$ cat src/rtl/muldiv_unit.sv
// Multi-cycle multiply / multiply-accumulate / restoring divide engine for the EX stage.
// Produces a 2*WIDTH {hi,lo} result with a one-cycle done pulse in FIN.
module muldiv_unit #(
  parameter int WIDTH       = 32,
  parameter int MUL_LATENCY = 2
) (
  input  logic               clk,
  input  logic               rst,
  input  logic               start_i,
  input  logic [2:0]         op_i,
  input  logic [WIDTH-1:0]   opa_i,
  input  logic [WIDTH-1:0]   opb_i,
  input  logic [2*WIDTH-1:0] hilo_i,
  input  logic               cancel_i,
  output logic               busy_o,
  output logic               done_o,
  output logic [WIDTH-1:0]   hi_o,
  output logic [WIDTH-1:0]   lo_o,
  output logic               div_by_zero_o,
  output logic               stallreq_o
);

  localparam int MCW = (MUL_LATENCY > 1) ? $clog2(MUL_LATENCY) : 1;
  localparam int DCW = $clog2(WIDTH);

  typedef enum logic [1:0] {IDLE, MUL, DIV, FIN} state_t;

  state_t               state_reg, state_next;
  logic [2:0]           op_reg;
  logic [WIDTH-1:0]     opa_reg, opb_reg;
  logic [2*WIDTH-1:0]   hilo_reg;
  logic [MCW-1:0]       mul_cnt_reg;
  logic [DCW-1:0]       div_cnt_reg;
  logic [WIDTH-1:0]     rem_reg, quo_reg, dvs_reg;
  logic                 neg_q_reg, neg_r_reg;
  logic [WIDTH-1:0]     hi_reg, lo_reg;
  logic                 done_reg, dbz_reg;

  logic                 accept, is_div_i, opa_neg, opb_neg, mul_last, div_last, qbit;
  logic [WIDTH-1:0]     opa_mag, opb_mag, rem_step, quo_step, q_fix, r_fix;
  logic [WIDTH:0]       shifted, diff;
  logic [2*WIDTH-1:0]   ext_a, ext_b, prod, mul_res;

  assign accept   = start_i & ~cancel_i & (state_reg == IDLE);
  assign is_div_i = ~op_i[2] & op_i[1];
  assign opa_neg  = ~op_i[0] & opa_i[WIDTH-1];
  assign opb_neg  = ~op_i[0] & opb_i[WIDTH-1];
  assign opa_mag  = opa_neg ? -opa_i : opa_i;
  assign opb_mag  = opb_neg ? -opb_i : opb_i;
  assign mul_last = (mul_cnt_reg == MCW'(MUL_LATENCY - 1));
  assign div_last = (div_cnt_reg == '0);

  // op_reg[0] selects unsigned operands; op_reg[2] selects accumulate, op_reg[1] subtract.
  assign ext_a   = op_reg[0] ? {{WIDTH{1'b0}}, opa_reg} : {{WIDTH{opa_reg[WIDTH-1]}}, opa_reg};
  assign ext_b   = op_reg[0] ? {{WIDTH{1'b0}}, opb_reg} : {{WIDTH{opb_reg[WIDTH-1]}}, opb_reg};
  assign prod    = ext_a * ext_b;
  assign mul_res = op_reg[2] ? (op_reg[1] ? hilo_reg - prod : hilo_reg + prod) : prod;

  // One restoring step: quo_reg shifts the dividend out as quotient bits shift in.
  assign shifted  = {rem_reg, quo_reg[WIDTH-1]};
  assign diff     = shifted - {1'b0, dvs_reg};
  assign qbit     = ~diff[WIDTH];
  assign rem_step = qbit ? diff[WIDTH-1:0] : shifted[WIDTH-1:0];
  assign quo_step = {quo_reg[WIDTH-2:0], qbit};
  assign q_fix    = neg_q_reg ? -quo_step : quo_step;
  assign r_fix    = neg_r_reg ? -rem_step : rem_step;

  always_ff @(posedge clk) begin
    if (rst) state_reg <= IDLE;
    else     state_reg <= state_next;
  end

  always_comb begin
    state_next = state_reg;
    case (state_reg)
      IDLE: if (accept) begin
        if (!is_div_i)          state_next = MUL;
        else if (opb_i == '0)   state_next = FIN;
        else                    state_next = DIV;
      end
      MUL:  if (cancel_i)       state_next = IDLE;
            else if (mul_last)  state_next = FIN;
      DIV:  if (cancel_i)       state_next = IDLE;
            else if (div_last)  state_next = FIN;
      FIN:                      state_next = IDLE;
      default:                  state_next = IDLE;
    endcase
  end

  always_ff @(posedge clk) begin
    if (rst) begin
      op_reg      <= '0;
      opa_reg     <= '0;
      opb_reg     <= '0;
      hilo_reg    <= '0;
      mul_cnt_reg <= '0;
      div_cnt_reg <= '0;
      rem_reg     <= '0;
      quo_reg     <= '0;
      dvs_reg     <= '0;
      neg_q_reg   <= 1'b0;
      neg_r_reg   <= 1'b0;
      hi_reg      <= '0;
      lo_reg      <= '0;
      done_reg    <= 1'b0;
      dbz_reg     <= 1'b0;
    end else begin
      done_reg <= 1'b0;
      dbz_reg  <= 1'b0;
      case (state_reg)
        IDLE: if (accept) begin
          op_reg      <= op_i;
          opa_reg     <= opa_i;
          opb_reg     <= opb_i;
          hilo_reg    <= hilo_i;
          mul_cnt_reg <= '0;
          div_cnt_reg <= DCW'(WIDTH - 1);
          rem_reg     <= '0;
          quo_reg     <= opa_mag;
          dvs_reg     <= opb_mag;
          neg_q_reg   <= opa_neg ^ opb_neg;
          neg_r_reg   <= opa_neg;
          if (is_div_i && opb_i == '0) begin
            hi_reg   <= opa_i;
            lo_reg   <= '1;
            done_reg <= 1'b1;
            dbz_reg  <= 1'b1;
          end
        end
        MUL: if (!cancel_i) begin
          mul_cnt_reg <= mul_cnt_reg + 1'b1;
          if (mul_last) begin
            {hi_reg, lo_reg} <= mul_res;
            done_reg         <= 1'b1;
          end
        end
        DIV: if (!cancel_i) begin
          rem_reg     <= rem_step;
          quo_reg     <= quo_step;
          div_cnt_reg <= div_cnt_reg - 1'b1;
          if (div_last) begin
            hi_reg   <= r_fix;
            lo_reg   <= q_fix;
            done_reg <= 1'b1;
          end
        end
        default: ;
      endcase
    end
  end

  assign busy_o        = (state_reg == MUL) || (state_reg == DIV);
  assign done_o        = done_reg;
  assign div_by_zero_o = dbz_reg;
  assign hi_o          = hi_reg;
  assign lo_o          = lo_reg;
  assign stallreq_o    = ~rst & (busy_o | (start_i & (state_reg == IDLE) & ~cancel_i));

endmodule

$ cat config.mk
export PLATFORM = sky130hd
export DESIGN_NAME = muldiv_unit
export DESIGN_NICKNAME = d
export VERILOG_FILES = /design/src/rtl/muldiv_unit.sv
export SDC_FILE = /design/constraint.sdc
export NUM_CORES = 2
export LEC_CHECK = 0
export CORE_MARGIN = 3
export CORE_UTILIZATION = 45
export CTS_CLUSTER_DIAMETER = 80
export DETAILED_ROUTE_END_ITERATION = 12
export SETUP_SLACK_MARGIN = 0.1
export SLEW_MARGIN = 20
export SYNTH_ARGS = -nofsm -noshare
export SYNTH_HDL_FRONTEND = slang
export SYNTH_SLANG_ARGS = --single-unit
$ cat constraint.sdc
create_clock -name clk -period 11.7 [get_ports clk]
set_input_delay 2.34 -clock clk [delete_from_list [all_inputs] [get_ports clk]]
set_output_delay 2.34 -clock clk [all_outputs]
set_load 0.02 [all_outputs]
==> run_results.csv <==
group,metric,value,unit
setup_path,cp.depth,46,
place,place_worst_setup_slack,-0.878,ns
grt,gr-total-overflow,0,
clock_tree,cts.sinks,302,
clock_tree,cts.clk_slew.worst_paths,0.06,ns
synthesis,async_reset_ff_share,0,%
synthesis,syn_area,70900,um2
setup_path,critPathTopFamily,"adder cells",
routing,wl,256000,um
grt,grt_pass1_vias,62800,
routing,vias,60500,
grt,antenna_found_initial,7,
setup_path,r2r_end,"hi_o[31]$_SDFFE_PP0P_",
sta,fin_skew,0.0733,ns
setup_path,critPathArrivalTime,12.18,ns
job,max_cap_violations,0,
power_and_ir_drop,total_leakage_power,40.9,nW
power_and_ir_drop,irDropWorstVdd,0.174,mV
sta,setup_viol,0,
sta,hold_viol,0,
routing,initialDrtViolationCount,5529,
synthesis,synth_edf_count,0,
clock_tree,hold_buffers,0,
layout,nNetsFinal,11000,
worst_hold_path,hp-start,"lo_o[6]$_SDFFE_PP0P_",
setup_path,critPathSlowestCell,"fa_2",
synthesis,synth-seq-cells,302,
grt,grt_use_total,31.9,%
grt,grt_max_degree,79,
routing,via_per_inst,5.43,
layout,layout.cells.most_common,"inv_1",
sta,final_max_slew_viol_count,0,
synthesis,synth_nets,10300,
layout,drive_gt1_share,15.9,%
die,core-area,156000,um2
place,gp_congestion,0.969,
routing,drc,0,
clock_tree,cts_tree,"built",
sta,final.period_utilization,99.9,%
sta,rsz0062_at_grt,"true",
setup_path,crit_start,"opa_reg[31]$_SDFFE_PP0P_",
setup_path,crit_path_max_incr_delay,0.71,ns
synthesis,synth_area_per_cell,8.55,um2
setup_path,worstSetupStartpointType,"flip-flop",
power_and_ir_drop,powerDensity,135,nW/um2
sta,relSlewSlack,23.8,%
setup_path,reg2reg_slack,0.009,ns
die,die_area,162000,um2
place,io_buffer_count,202,
setup_path,critPathMaxFanout,6,
clock_tree,cts_root_buf,"clkbuf_16",
die,pin_count,203,
setup_path,crit_required,12.19,ns
grt,grt_pass1_wl,393000,um
setup_path,r2r_start,"opa_reg[31]$_SDFFE_PP0P_",
layout,area_growth_syn_to_layout,19.7,%
clock_tree,cts.htree.levels,2,
clock_tree,clock_latency,0.65,ns
outcome,status,"finished clean",
routing,wl_per_cell,23.0,um
die,row_count,145,
setup_path,path_class,"reg -> reg",
clock_tree,cts_buffers,42,
routing,first_pass_iters,7,
synthesis,yosysSeqAreaShare,8.52,%
synthesis,yosysWarnings,0,
sta,max_freq,85.5,MHz
sta,fin_crit,11.69,ns
die,dieHeight,403,um
die,die_w,403,um
layout,largest_reg_flops,64,
synthesis,synth.distinct_cells,106,
routing,ant_nets,0,
setup_path,r2r.worst_path.cells,46,
sta,setup_tns,0,ns
layout,fillers,14600,
die,start_util,45.3,%
setup_path,endpoint_kind,"flip-flop",
setup_path,cp.buffers_inverters,10,
sta,worst_pin_slew,1.14,ns
synthesis,syn_inst,8291,
worst_hold_path,hold_class,"reg -> reg",
synthesis,synth-main-ff-cell,"dfxtp_1",
layout,final_cell_mix,"1599 x inv_1, 1397 x fa_1, 1140 x nand2_1",
setup_path,endpoint,"hi_o[31]$_SDFFE_PP0P_",
sta,worst_slack,0.00895,ns
place,dpl.hpwl,222000,um
clock_tree,cts_buffer_depth,3,
[metal layers]
metal  GRT usage (%)  vias to the layer above  wire length [um]  share of wire (%)
met5               0                        -                26              0.010
met4            8.80                        4              8400                3.3
met3            6.25                      297             23000                9.0
met2            48.0                     2192            110000                 43
met1            46.8                    30700            115000                 45
li1                -                    27300                 -                  -
[tightest hold or removal path, cell delays in order (launching register included)]
cell and delay [ns]:
dfxtp_1 0.31, nand2_1 0.05, a21oi_1 0.05
[what timing repair did]
item                       CTS  global route
pin swaps                   94           158
buffers inserted            21            55
resized for setup          229           305
setup endpoints to repair   31            34
[through the flow]
step                      hold slack [ns]  cell area (um2)  total power, mW  std cells  utilization (%)
final                               0.458            84900             11.5      11100             54.3
after global routing                0.476            84900             12.3      11100             54.3
after CTS                           0.460            83300             11.0      11100             53.3
after detailed placement            0.449            80800             9.37      11000             51.7
after global placement              0.448            80800             9.38      11000             51.7
after floorplan                     0.436            71000             5.85       8291                -
[synthesized netlist by cell type, types with 22 or more instances]
cell type	number	share of area, %
inv_1	1627	8.6
fa_1	1435	41
nand2_1	1156	6.1
and2_1	573	5.1
a21oi_1	438	3.1
ha_1	406	7.2
clkbuf_1	387	2.0
nor2_1	310	1.6
dfxtp_1	302	8.5
xnor2_1	248	3.1
o21ai_0	209	1.5
xor2_1	109	1.3
nor3_1	98	0.69
a21o_1	73	0.77
a211oi_1	68	0.72
nand3_1	59	0.42
nand4_1	41	0.36
a221oi_1	39	0.48
a31oi_1	39	0.34
mux2i_1	37	0.52
o21a_1	37	0.39
nand2b_1	34	0.30
o31ai_1	34	0.36
and3_1	33	0.29
o211ai_1	32	0.34
or3_1	32	0.28
nor2b_1	28	0.25
nor4_1	27	0.24
a22oi_1	22	0.23
[cell families (layout without fill, tap and decap cells)]
group	count (synthesis)	count (layout)	synth area share [%]
simple gates	2464	2464	16.5
mux	50	50	0.734
compound gates	1216	1216	11.1
fa+ha+maj	1842	1842	47.7
flops	302	302	8.52
xor+xnor	358	358	4.44
other cells	0	1	0
buf+inv	2059	2851	11.0
[cell type report]
| cell class | instances | area, um2 | share of cell area, % |
|---|---|---|---|
| flip-flops and latches | 302 | 6150 | 7.25 |
| repair buffers | 1145 | 9840 | 11.6 |
| clock buffers | 52 | 1160 | 1.36 |
| clock inverters | 24 | 244 | 0.287 |
| multi-input cells | 5930 | 58800 | 69.3 |
| inverters | 1630 | 6120 | 7.21 |
| well taps | 2058 | 2570 | 3.03 |
| diodes | 1 | 2.50 | 0.00295 |
[power by group]
group	switching, mW	internal [mW]	leakage, nW
Combinational	5.04	3.72	37.7
Clock	0.578	0.738	0.685
Sequential	0.213	1.21	2.49
Total	5.83	5.67	40.9
[worst min-delay path by stage]
stage	to	slack (ns)	cells past startpoint
after detailed placement	lo_o[6]$_SDFFE_PP0P_	0.45	2
after global placement	hi_o[16]$_SDFFE_PP0P_	0.45	2
after global routing	hilo_reg[0]$_SDFFE_PP0P_	0.48	2
final	lo_o[6]$_SDFFE_PP0P_	0.46	2
after floorplan	hilo_reg[0]$_SDFFE_PP0P_	0.44	2
after CTS	lo_o[6]$_SDFFE_PP0P_	0.46	2
Power figures use the tool's default switching activity.
